### src/rtl/multi_timer.sv
`timescale 1ns/1ps
`default_nettype none
// ============================================================================
// Module      : multi_timer
// Description : CHANNELS independent down-counters on a shared tick, each
//               one-shot or auto-reload, with sticky per-channel interrupts.
//               Optional prescaler: define MULTI_TIMER_PRESCALER_EN.
// Revision    : 1.0 - initial release
// ============================================================================
module multi_timer #(
    parameter int BITS     = 32,
    parameter int CHANNELS = 4,
    parameter int CH_BITS  = 2,
    parameter int PRE_BITS = 16
) (
    input  logic                clk,
    input  logic                reset,
    input  logic                nwr,
    input  logic [CH_BITS-1:0]  channel_sel,
    input  logic [1:0]          reg_sel,
    input  logic [BITS-1:0]     data_in,
    output logic [BITS-1:0]     data_out,
    output logic [CHANNELS-1:0] interrupt,
    input  logic [CHANNELS-1:0] interrupt_clear,
    output logic                irq_any
);

    localparam logic [1:0]      C_REG_VALUE    = 2'd0;
    localparam logic [1:0]      C_REG_CTRL     = 2'd1;
    localparam logic [1:0]      C_REG_PRESCALE = 2'd2;
    localparam logic [BITS-1:0] C_ONE          = {{(BITS-1){1'b0}}, 1'b1};

    logic                     w_sel_valid;
    logic                     w_wr;
    logic                     w_tick;
    logic [BITS-1:0]          w_prescale_rd;
    logic [CHANNELS*BITS-1:0] w_count_flat;
    logic [CHANNELS-1:0]      w_running;
    logic [CHANNELS-1:0]      w_periodic;

    generate
        if (CHANNELS < 1 || CHANNELS > 16 || (2**CH_BITS) < CHANNELS ||
            PRE_BITS < 1 || PRE_BITS > BITS || BITS < 2) begin : g_bad_params
            $error("multi_timer: inconsistent parameters");
        end
    endgenerate

    // channel_sel may be wider than the channel count; out-of-range selects are inert
    always_comb begin
        w_sel_valid = 1'b0;
        for (int i = 0; i < CHANNELS; i++) begin
            if (channel_sel == CH_BITS'(i)) begin
                w_sel_valid = 1'b1;
            end
        end
    end

    assign w_wr = !nwr && w_sel_valid;

`ifdef MULTI_TIMER_PRESCALER_EN
    localparam logic [PRE_BITS-1:0] C_PRE_ONE = {{(PRE_BITS-1){1'b0}}, 1'b1};

    logic [PRE_BITS-1:0] r_prescale;
    logic [PRE_BITS-1:0] r_pre_count;
    logic                w_wr_pre;

    assign w_wr_pre = w_wr && (reg_sel == C_REG_PRESCALE);

    always_ff @(posedge clk or posedge reset) begin
        if (reset) begin
            r_prescale  <= '0;
            r_pre_count <= '0;
        end else if (w_wr_pre) begin
            r_prescale  <= data_in[PRE_BITS-1:0];
            r_pre_count <= '0;
        end else if (w_tick) begin
            r_pre_count <= '0;
        end else begin
            r_pre_count <= r_pre_count + C_PRE_ONE;
        end
    end

    assign w_tick        = (r_pre_count == r_prescale);
    assign w_prescale_rd = BITS'(r_prescale);
`else
    assign w_tick        = 1'b1;
    assign w_prescale_rd = '0;
`endif

    generate
        for (genvar g = 0; g < CHANNELS; g++) begin : g_ch
            logic [BITS-1:0] r_count;
            logic [BITS-1:0] r_reload;
            logic            r_running;
            logic            r_periodic;
            logic            r_irq;
            logic            w_hit;
            logic            w_wr_value;
            logic            w_wr_ctrl;
            logic            w_stop;
            logic            w_periodic_nxt;
            logic            w_active;
            logic            w_expire;

            assign w_hit          = w_wr && (channel_sel == CH_BITS'(g));
            assign w_wr_value     = w_hit && (reg_sel == C_REG_VALUE);
            assign w_wr_ctrl      = w_hit && (reg_sel == C_REG_CTRL);
            assign w_stop         = w_wr_ctrl && data_in[1];
            // A CTRL write takes effect before the same-cycle tick is applied
            assign w_periodic_nxt = w_wr_ctrl ? data_in[0] : r_periodic;
            assign w_active       = r_running && !w_stop && w_tick;
            assign w_expire       = w_active && (r_count == '0);

            always_ff @(posedge clk or posedge reset) begin
                if (reset) begin
                    r_count    <= '0;
                    r_reload   <= '0;
                    r_running  <= 1'b0;
                    r_periodic <= 1'b0;
                    r_irq      <= 1'b0;
                end else if (w_wr_value) begin
                    r_count   <= data_in;
                    r_reload  <= data_in;
                    r_running <= 1'b1;
                    r_irq     <= 1'b0;
                end else begin
                    r_periodic <= w_periodic_nxt;
                    if (w_stop || (w_expire && !w_periodic_nxt)) begin
                        r_running <= 1'b0;
                    end
                    if (w_expire) begin
                        if (w_periodic_nxt) begin
                            r_count <= r_reload;
                        end
                    end else if (w_active) begin
                        r_count <= r_count - C_ONE;
                    end
                    if (w_expire) begin
                        r_irq <= 1'b1;
                    end else if (interrupt_clear[g]) begin
                        r_irq <= 1'b0;
                    end
                end
            end

            assign w_count_flat[g*BITS +: BITS] = r_count;
            assign w_running[g]                 = r_running;
            assign w_periodic[g]                = r_periodic;
            assign interrupt[g]                 = r_irq;
        end
    endgenerate

    always_comb begin
        data_out = '0;
        for (int i = 0; i < CHANNELS; i++) begin
            if (channel_sel == CH_BITS'(i)) begin
                case (reg_sel)
                    C_REG_VALUE:    data_out = w_count_flat[i*BITS +: BITS];
                    C_REG_CTRL:     data_out = {{(BITS-2){1'b0}}, w_running[i], w_periodic[i]};
                    C_REG_PRESCALE: data_out = w_prescale_rd;
                    default:        data_out = '0;
                endcase
            end
        end
    end

    assign irq_any = |interrupt;

endmodule
`default_nettype wire
### config.mk
export PLATFORM = sky130hd
export DESIGN_NAME = multi_timer
export DESIGN_NICKNAME = d
export VERILOG_FILES = /design/src/rtl/multi_timer.sv
export SDC_FILE = /design/constraint.sdc
export NUM_CORES = 1
export LEC_CHECK = 0
export CORE_ASPECT_RATIO = 2
export CORE_UTILIZATION = 45
export DETAILED_ROUTE_END_ITERATION = 10
export DONT_BUFFER_PORTS = 1
export PLACE_DENSITY = 0.66
export SLEW_MARGIN = 0
export SYNTH_ARGS = -nofsm -noshare
export SYNTH_HDL_FRONTEND = slang
export SYNTH_SLANG_ARGS = --single-unit
### constraint.sdc
create_clock -name clk -period 19.8 [get_ports clk]
set_clock_uncertainty 0.2 [all_clocks]
set_input_delay 0.99 -clock clk [delete_from_list [all_inputs] [get_ports clk]]
set_output_delay 0.99 -clock clk [all_outputs]
set_load 0.02 [all_outputs]
# == Yosys cells after proc, flatten, opt, wreduce, memory -nomap -nowiden ==
# Cells that the tools add are included.
# totals
register_bits,268
latchBits,0
ram_bits,0
mem_bits_ro,0
input_bits,43
out_inout_bits,37
wordCells,149
memories,0
# op_classes
n_addsub,4
mul,0
div,0
order_cmp,0
eq_ne,8
shifts,0
muxes,52
bitwise_logic,0
n_reduce_logical,65
# op_table
operator,n
$mux 32,20
$pmux 32 s2,4
$logic_not 32->1,4
$sub 32x1->32 const B,4
$logic_and 1x1->1,29
$mux 1,28
$reduce_bool 3->1,8
$ne 3x3->1 const B,4
$logic_not 1->1,9
$reduce_and 2->1,4
$reduce_bool 2->1,4
$eq 2x1->1 const B,2
$eq 2x2->1 const B,2
$logic_not 2->1,2
$logic_or 1x1->1,4
$reduce_or 4->1,1

# == Logic depth before layout (Yosys ltp) ==
# Gate-level depths: netlist of the first run.
# depth
depth_word,16
ltp_mapped,12
mapped_depth_nobuf,9

# == Least setup slack after synthesis of the first run ==
# OpenSTA, ideal clock, no wires.
# synth_timing
kind,input port to output port
start,in channel_sel[1]
end,out data_out[23]
t_arrival_ns,2.597
setup_slack_ns,16.013
cell_stages,6
cell_sequence,clkbuf_1 > nor4bb_1 > clkbuf_1 > buf_1 > a22oi_1 > nand2_1
# synth_between
elab_chain_len,5
word_cells_on_any_way,8
# synth_lines
element,line,rtl
start: declaration,19,"input logic [CH_BITS-1:0] channel_sel,"
$logic_not 2->1,156,if (channel_sel == CH_BITS'(i)) begin
$mux 32 (3 in series),156,
$mux 32 (*),156,
end: declaration,22,"output logic [BITS-1:0] data_out,"
# Mark *: on every way between the ends. The rest lies on a longest branch, timed or not.

# == Worst setup path in the final report of the first run ==
# layout_timing
start,reg g_ch[2].r_count[0]
end,reg g_ch[2].r_count[18]
# layout_between
elab_chain_len,4
word_cells_on_any_way,9
# layout_lines
element,line,rtl
start: declaration,92,logic [BITS-1:0] r_count;
start signal: assignment,122,r_count <= data_in;
start signal: assignment,133,r_count <= r_reload;
start signal: assignment,136,r_count <= r_count - C_ONE;
$sub 32x1->32 / $logic_not 32->1 (equally long branches),"136, 112",
$mux 32 / $logic_and 1x1->1 (equally long branches),"135, 112",
$mux 32 (tied with other cells),131,if (w_expire) begin
$mux 32 / $reduce_and 2->1 (equally long branches),n/a,
# Several ways; a longest one is shown, not always the timed one. The select of a mux whose other input is x is not followed.
# A chain may end at the register's enable or synchronous reset.

==> results of run 1 <==
## sequential cells by signal (all words and copies together), names as in the netlist
register,count
g_ch.r_count,128
g_ch.r_irq,4
g_ch.r_periodic,4
g_ch.r_reload,128
g_ch.r_running,4
## synthesized netlist by cell type (24+ instances only)
cell type,count
a21oi_1,76
clkbuf_1,92
nand3_1,46
nand4_1,25
a22oi_1,76
nor3_1,64
nand2_1,468
o211ai_1,25
dfrtp_1,268
or4_1,24
nor4_1,38
nor2_1,106
inv_1,29
or3_1,28
o21ai_0,89
## layer usage
metal	share of wire, %	track usage (%)	vias up
met5	0.022	0	-
met2	50	65.6	813
met1	34	39.3	7363
met4	8.9	29.3	2
met3	7.1	5.73	259
li1	-	-	6446
## power groups by stage
stage / clock network (W) / logic, W / registers, W
floorplan: 0 / 0.000357 / 0.000809
global route: 0.000554 / 0.000515 / 0.000919
detailed placement: 0 / 0.000460 / 0.000906
CTS: 0.000536 / 0.000461 / 0.000897
global placement: 0 / 0.000450 / 0.000903
finish: 0.000531 / 0.000467 / 0.000910
## worst register-to-register path, cell delays in order, from the launching register on
cell and delay [ns]:
dfrtp_1 0.51, inv_1 0.11, ha_1 0.21, nor3b_1 0.65
nand4_1 0.14, or4_1 0.68, buf_4 0.32, o21ai_1 0.93
nor2_1 0.12, o32a_1 0.32
## cells in the final DEF (no fill, tap or decap), types with 27 or more instances in the layout
| cell | netlist | routed |
|---|---|---|
| nand2_1 | 468 | 468 |
| dfrtp_1 | 268 | 268 |
| nor2_1 | 106 | 106 |
| o21ai_0 | 89 | 88 |
| a22oi_1 | 76 | 76 |
| a21oi_1 | 76 | 75 |
| nor3_1 | 64 | 64 |
| nand3_1 | 46 | 46 |
| buf_4 | 8 | 36 |
| nor4_1 | 38 | 33 |
| or3_1 | 28 | 28 |
| inv_1 | 29 | 28 |
| clkbuf_16 | 0 | 27 |
## through the flow
stage / hold slack (ns) / setup slack [ns] / instances / cell area (um2)
finish: 0.184 / 15.51 / 2200 / 16400
global route: 0.245 / 15.33 / 2200 / 16400
CTS: 0.235 / 15.63 / 2200 / 16400
detailed placement: 0.254 / 15.34 / 2151 / 15500
global placement: 0.250 / 15.40 / 2151 / 15500
floorplan: 0.235 / 11.23 / 1809 / 15100
## final cells by class
type | count | area share (%)
Multi-Input combinational cell | 1384 | 47.8
Sequential cell | 268 | 40.9
Clock buffer | 38 | 4.74
Tap cell | 432 | 3.30
Timing Repair Buffer | 37 | 1.77
Inverter | 30 | 0.733
Clock inverter | 11 | 0.665
## kinds of logic after synthesis
family          after synthesis  synth area share (%)
compound gates              466                  21.4
xor+xnor                     24                  1.40
fa+ha+maj                     4                 0.332
buf+inv                     157                  4.28
flops                       268                  44.5
mux                          28                  2.05
simple gates                862                  26.0
## worst paths after layout
path | startpoint | endpoint | slack (ns) | depth (start not counted)
min in group clk | g_ch[2].r_reload[7] | g_ch[2].r_reload[7] | 0.27 | 2
max in group asynchronous | reset | g_ch[2].r_reload[13] | 17.71 | 2
worst min register to register | g_ch[2].r_reload[7] | g_ch[2].r_reload[7] | 0.27 | 2
worst min-delay path | reset | g_ch[0].r_reload[22] | 0.18 | 1
worst max-delay path | g_ch[2].r_count[0] | g_ch[2].r_count[18] | 15.51 | 9
worst max register to register | g_ch[2].r_count[0] | g_ch[2].r_count[18] | 15.51 | 9
==> results.py, run 1 <==
metrics = {
    "outcome": {
        "status": "finished, final reports clean",
    },
    "die": {
        "io-pin-count": 80,
        "rows": 94,
        "coreArea_um2": 32900,
        "dieArea_um2": 34200,
        "start_util_pct": 45.7,
        "die_h_um": 261,
        "die_w_um": 131,
    },
    "clocking": {
        "clkLatencyLatePin_ns": 0.56,
        "root_buffer": "clkbuf_16",
        "cts_buffers": 27,
        "cts_setup_buffers": 0,
        "clkSlewWorstSetupHoldPaths_ns": 0.07,
        "cts_tree": "built",
        "clock_path_buffers": 3,
        "cts.sink_count": 268,
        "hold_buffers": 0,
        "cts_resized": 0,
        "h-tree-depth": 1,
    },
    "logic_synthesis": {
        "synth_area_leader_cell": "dfrtp_1",
        "yosysTopAreaCellShare_pct": 44.5,
        "synth_edf_count": 0,
        "synthArstFlopShare_pct": 100,
        "syn_avg_cell_area_um2": 8.33,
        "ys_top_cells_by_area": "dfrtp_1, nand2_1, a22oi_1",
        "synth-seq-area-share_pct": 44.5,
        "yosys_warnings": 0,
        "synth_flop_cell": "dfrtp_1",
        "syn_nets": 1856,
        "synth_seq_cells": 268,
        "ys_types": 81,
        "synthesis.area_um2": 15100,
        "postSynthCellCount": 1809,
    },
    "pwr": {
        "p_sw_w": 0.000738,
        "p_leak_nw": 7.06,
        "intPower_w": 0.00117,
        "p_comb_share_pct": 24.5,
        "power.total_w": 0.00191,
        "power.share.switching_pct": 38.7,
        "powerDensity_nw_per_um2": 116,
        "peakVddDrop_mv": 0.0772,
        "seq_power_share_pct": 47.7,
        "power_frac_clock_pct": 27.8,
    },
    "timing": {
        "worst_slew_pin_slew_ns": 1.18,
        "max_freq_ghz": 0.233,
        "finalSetupTns_ns": 0,
        "hold_viol_final": 0,
        "timing.max_slew.rel_slack_pct": 21.1,
        "setup_viol": 0,
        "period_minus_slack_ns": 4.29,
        "fin_crit_sh_pct": 21.7,
        "rsz0062_at_grt": "no",
        "drv_slew": 0,
    },
    "final_layout": {
        "fillers": 3177,
        "area_delta_synth_final_pct": 8.75,
        "post-route-util_pct": 49.7,
        "drive_gt1_share_pct": 7.98,
        "antennaDiodeCount": 0,
        "multi_input_area_um2": 7840,
        "regArea_um2": 6710,
        "fin_nets": 1795,
    },
    "worst_setup_path": {
        "required_ns": 20.04,
        "cp_slowest_stage_delay_ns": 0.93,
        "criticalPathCategory": "reg2reg",
        "crit_buf_inv": 2,
        "crit_slowest_cell": "o21ai_1",
        "worst_setup_path_end_kind": "register",
        "crit_path_max_fanout": 22,
        "cp.arrival_ns": 4.53,
        "path_delay_family": "simple AND/OR/NAND/NOR gates",
        "path_cells": "inv_1 -> ha_1 -> nor3b_1 -> nand4_1 -> or4_1 -> buf_4 -> o21ai_1 -> nor2_1 -> o32a_1",
        "critPathLaunchType": "register",
    },
    "route": {
        "finalWirelength_mm": 63.3,
        "drt-initial-drc-count": 1619,
        "via_per_inst": 6.77,
        "drc": 0,
        "wl_per_cell_um": 28.8,
        "first_pass_iters": 6,
        "ant_nets": 0,
        "vias": 14900,
    },
    "place": {
        "hpwl_mm": 46.9,
        "io_buffers": 0,
        "place_congestion": 1.04,
    },
    "grt": {
        "grt_max_degree": 167,
        "antenna_found_initial": 1,
        "grt_pass1_wl_mm": 93.6,
        "gr-total-overflow": 0,
        "track_usage_pct": 37.1,
        "grt_pass1_vias": 14400,
    },
    "flow_run": {
        "cap_violations": 0,
    },
    "hold_path": {
        "hp-class": "in2async",
    },
}
(Power assumes the default switching activity.)
==> inputs of run 2 (changes only) <==
--- a/config.mk
+++ b/config.mk
@@ -5,6 +5,7 @@
 export SDC_FILE = /design/constraint.sdc
 export NUM_CORES = 1
 export LEC_CHECK = 0
+export ABC_AREA = 1
 export CORE_ASPECT_RATIO = 2
 export CORE_UTILIZATION = 45
 export DETAILED_ROUTE_END_ITERATION = 10
==> constraint.sdc (replaced) <==
create_clock -name clk -period 4.33 [get_ports clk]
set_clock_uncertainty 0.2 [all_clocks]
set_input_delay 0.2165 -clock clk [delete_from_list [all_inputs] [get_ports clk]]
set_output_delay 0.2165 -clock clk [all_outputs]
set_load 0.02 [all_outputs]
==> run 2 against run 1 <==
Effect of this change: the run now ends with DRC left; cell count rose by 37%; clock power rose to 4.9 times the previous value; register-to-register slack got worse by 15 ns; synthesized cell count rose by 40%; count of clock-buffer cells in the layout fell by 3; sequential share of layout area fell by 4.6 points; wire length rose by 14%; worst hold slack got worse by 0.14 ns; critical endpoint is now data_out[29]; cell area rose by 13%; critical path depth fell by 3; sequential power rose to 4.6 times the previous value; area after synthesis rose by 11%.
==> results.py, run 2 <==
metrics = {
    "logic_synthesis": {
        "syn_nets": 2571,
        "synth_area_leader_cell": "dfrtp_1",
        "yosys_warnings": 0,
        "syn_avg_cell_area_um2": 6.63,
        "synth_flop_cell": "dfrtp_1",
        "synth_top_family_by_area": "simple AND/OR/NAND/NOR gates",
        "synth_edf_count": 0,
        "yosysTopAreaCellShare_pct": 40.1,
        "synth_top_cells_by_count": "nand2_1, nand3_1, dfrtp_1",
        "synthArstFlopShare_pct": 100,
        "ys_types": 48,
        "yosys.area_share.adder_pct": 0.299,
        "synth-seq-area-share_pct": 40.1,
        "synthesis.area_um2": 16700,
        "ys_top_cells_by_area": "dfrtp_1, nand2_1, nand3_1",
        "synth.mux.area_fraction_pct": 0,
        "yosysMostFrequentCell": "nand2_1",
        "synthSimpleGateAreaFrac_pct": 40.4,
        "synth_seq_cells": 268,
        "postSynthCellCount": 2524,
        "yosys.area_share.xor_xnor_pct": 4.14,
        "synth_compound_area_share_pct": 6.69,
    },
    "route": {
        "via_per_inst": 5.77,
        "finalWirelength_mm": 72.3,
        "ant_nets": 0,
        "drt-initial-drc-count": 1392,
        "vias": 17400,
        "drc": 12,
        "first_pass_iters": 9,
        "wl_per_cell_um": 24.1,
    },
    "final_layout": {
        "area_delta_synth_final_pct": 10.3,
        "final_common_cell": "nand2_1",
        "final_cell_mix": "nand2_1, nand3_1, dfrtp_1",
        "top_regs": "g_ch.r_count (128), g_ch.r_reload (128)",
        "fin_nets": 2578,
        "drive_gt1_share_pct": 4.91,
        "fillers": 3710,
    },
    "timing": {
        "hold_slack_ns": 0.0456,
        "hold_viol_final": 0,
        "max_freq_ghz": 0.254,
        "period_minus_slack_ns": 3.93,
        "finalSetupTns_ns": 0,
        "rsz0062_at_grt": "no",
        "timing.max_slew.rel_slack_pct": 17.5,
        "worst_slew_pin_slew_ns": 1.22,
        "fin_crit_sh_pct": 90.9,
        "drv_slew": 0,
        "setup_viol": 0,
    },
    "worst_setup_path": {
        "r2r_slack_ns": 0.84,
        "worst_setup_path_end_kind": "primary output",
        "crit_slowest_cell": "nand2_1",
        "reg2reg_depth": 12,
        "critPathLaunchType": "input port",
        "crit_start": "channel_sel[1]",
        "cp_slowest_stage_delay_ns": 0.83,
        "required_ns": 3.91,
        "path_cells": "dlygate4sd3_1 -> nor2_1 -> nand2_1 -> o22ai_1 -> a21oi_1 -> o21ai_0",
        "cp.arrival_ns": 3.52,
        "r2r_start": "g_ch[3].r_count[0]",
        "crit_path_max_fanout": 28,
        "criticalPathCategory": "in2out",
    },
    "pwr": {
        "powerDensity_nw_per_um2": 657,
        "p_leak_nw": 9.79,
        "peakVddDrop_mv": 0.375,
    },
    "die": {
        "dieArea_um2": 38000,
        "die_w_um": 138,
        "coreArea_um2": 36500,
        "io-pin-count": 80,
        "die_h_um": 275,
        "rows": 99,
        "start_util_pct": 45.8,
    },
    "place": {
        "place_congestion": 1.11,
        "io_buffers": 0,
        "hpwl_mm": 54.7,
    },
    "grt": {
        "grt_pass1_wl_mm": 106,
        "gr-total-overflow": 0,
        "grt_pass1_vias": 17000,
        "grt_max_degree": 117,
        "antenna_found_initial": 6,
        "track_usage_pct": 38.6,
    },
    "clocking": {
        "hold_buffers": 45,
        "clock_path_buffers": 3,
        "cts_resized": 0,
        "clkLatencyLatePin_ns": 0.58,
        "h-tree-depth": 1,
        "root_buffer": "clkbuf_16",
        "cts_setup_buffers": 0,
        "cts_buffers": 27,
        "cts.sink_count": 268,
        "clkSlewWorstSetupHoldPaths_ns": 0.07,
        "cts_tree": "built",
    },
    "flow_run": {
        "cap_violations": 0,
    },
    "outcome": {
        "status": "complete, but fails checks",
        "violations": "DRC",
    },
    "hold_path": {
        "min_path_cells": 5,
        "min_from": "channel_sel[1]",
        "hp-class": "in2reg",
    },
}
-- run 2: cell types whose count changed in the layout (fill, tap and decap cells not counted), moves of 48 or more --
cell,previous run,this run
nand3_1,46,287
xor2_1,16,64
nand2_1,468,1003
inv_1,28,243
a22oi_1,76,4
nor2_1,106,255
nor3_1,64,3
-- run 2: power by group --
part	internal, W	total [W]	leakage [nW]	switching, W
clock	0.00148	0.00259	0.466	0.00110
combinational	0.00159	0.00531	5.91	0.00372
sequential	0.00326	0.00423	3.41	0.000973
total	0.00633	0.0121	9.79	0.00580
-- run 2: logic make-up after synthesis --
group,after synthesis
xor+xnor,79
fa+ha+maj,4
simple gates,1628
flops,268
compound gates,201
buf+inv,344
-- run 2: critical path: cells and delay by family --
family / cells / cell delay (ns)
AOI/OAI and AO/OA: 3 / 1.16
buffers and inverters: 1 / 0.64
and+or+nand+nor: 2 / 1.49
-- run 2: cell type report --
| type | instances | area [um2] | share of cell area (%) |
|---|---|---|---|
| inverter | 258 | 975 | 5.28 |
| antenna | 5 | 12.5 | 0.0678 |
| clock inverter | 11 | 174 | 0.942 |
| multi-input combinational | 1912 | 8620 | 46.7 |
| clock buffer | 35 | 766 | 4.15 |
| sequential | 268 | 6710 | 36.3 |
| tap | 454 | 568 | 3.08 |
| timing repair buffer | 64 | 631 | 3.42 |
-- run 2: worst paths after layout --
kind	end
min in group asynchronous	g_ch[2].r_reload[16]
worst max-delay path	data_out[29]
worst max register to register	g_ch[3].r_count[3]
worst min-delay path	g_ch[2].r_periodic
max in group asynchronous	g_ch[3].r_count[8]
worst min register to register	g_ch[3].r_reload[10]
-- run 2: per-layer routing --
| layer | GRT usage (%) | part of all wire, % |
|---|---|---|
| met2 | 70.1 | 51 |
| met4 | 35.4 | 10 |
| met5 | 0 | 0.039 |
| met1 | 37.8 | 32 |
| met3 | 6.06 | 7.0 |
-- run 2: stage by stage --
stage                     setup slack (ns)  util, %  instances  power (W)  cell area (um2)
after floorplan                      0.374        -       2524    0.00754            16700
after global placement               0.912     46.7       2911    0.00921            17100
after detailed placement             0.884     46.7       2911    0.00929            17100
after CTS                            0.544     50.5       3002     0.0119            18400
after global routing                 0.409     50.5       3003     0.0128            18400
final                                0.395     50.5       3007     0.0121            18500
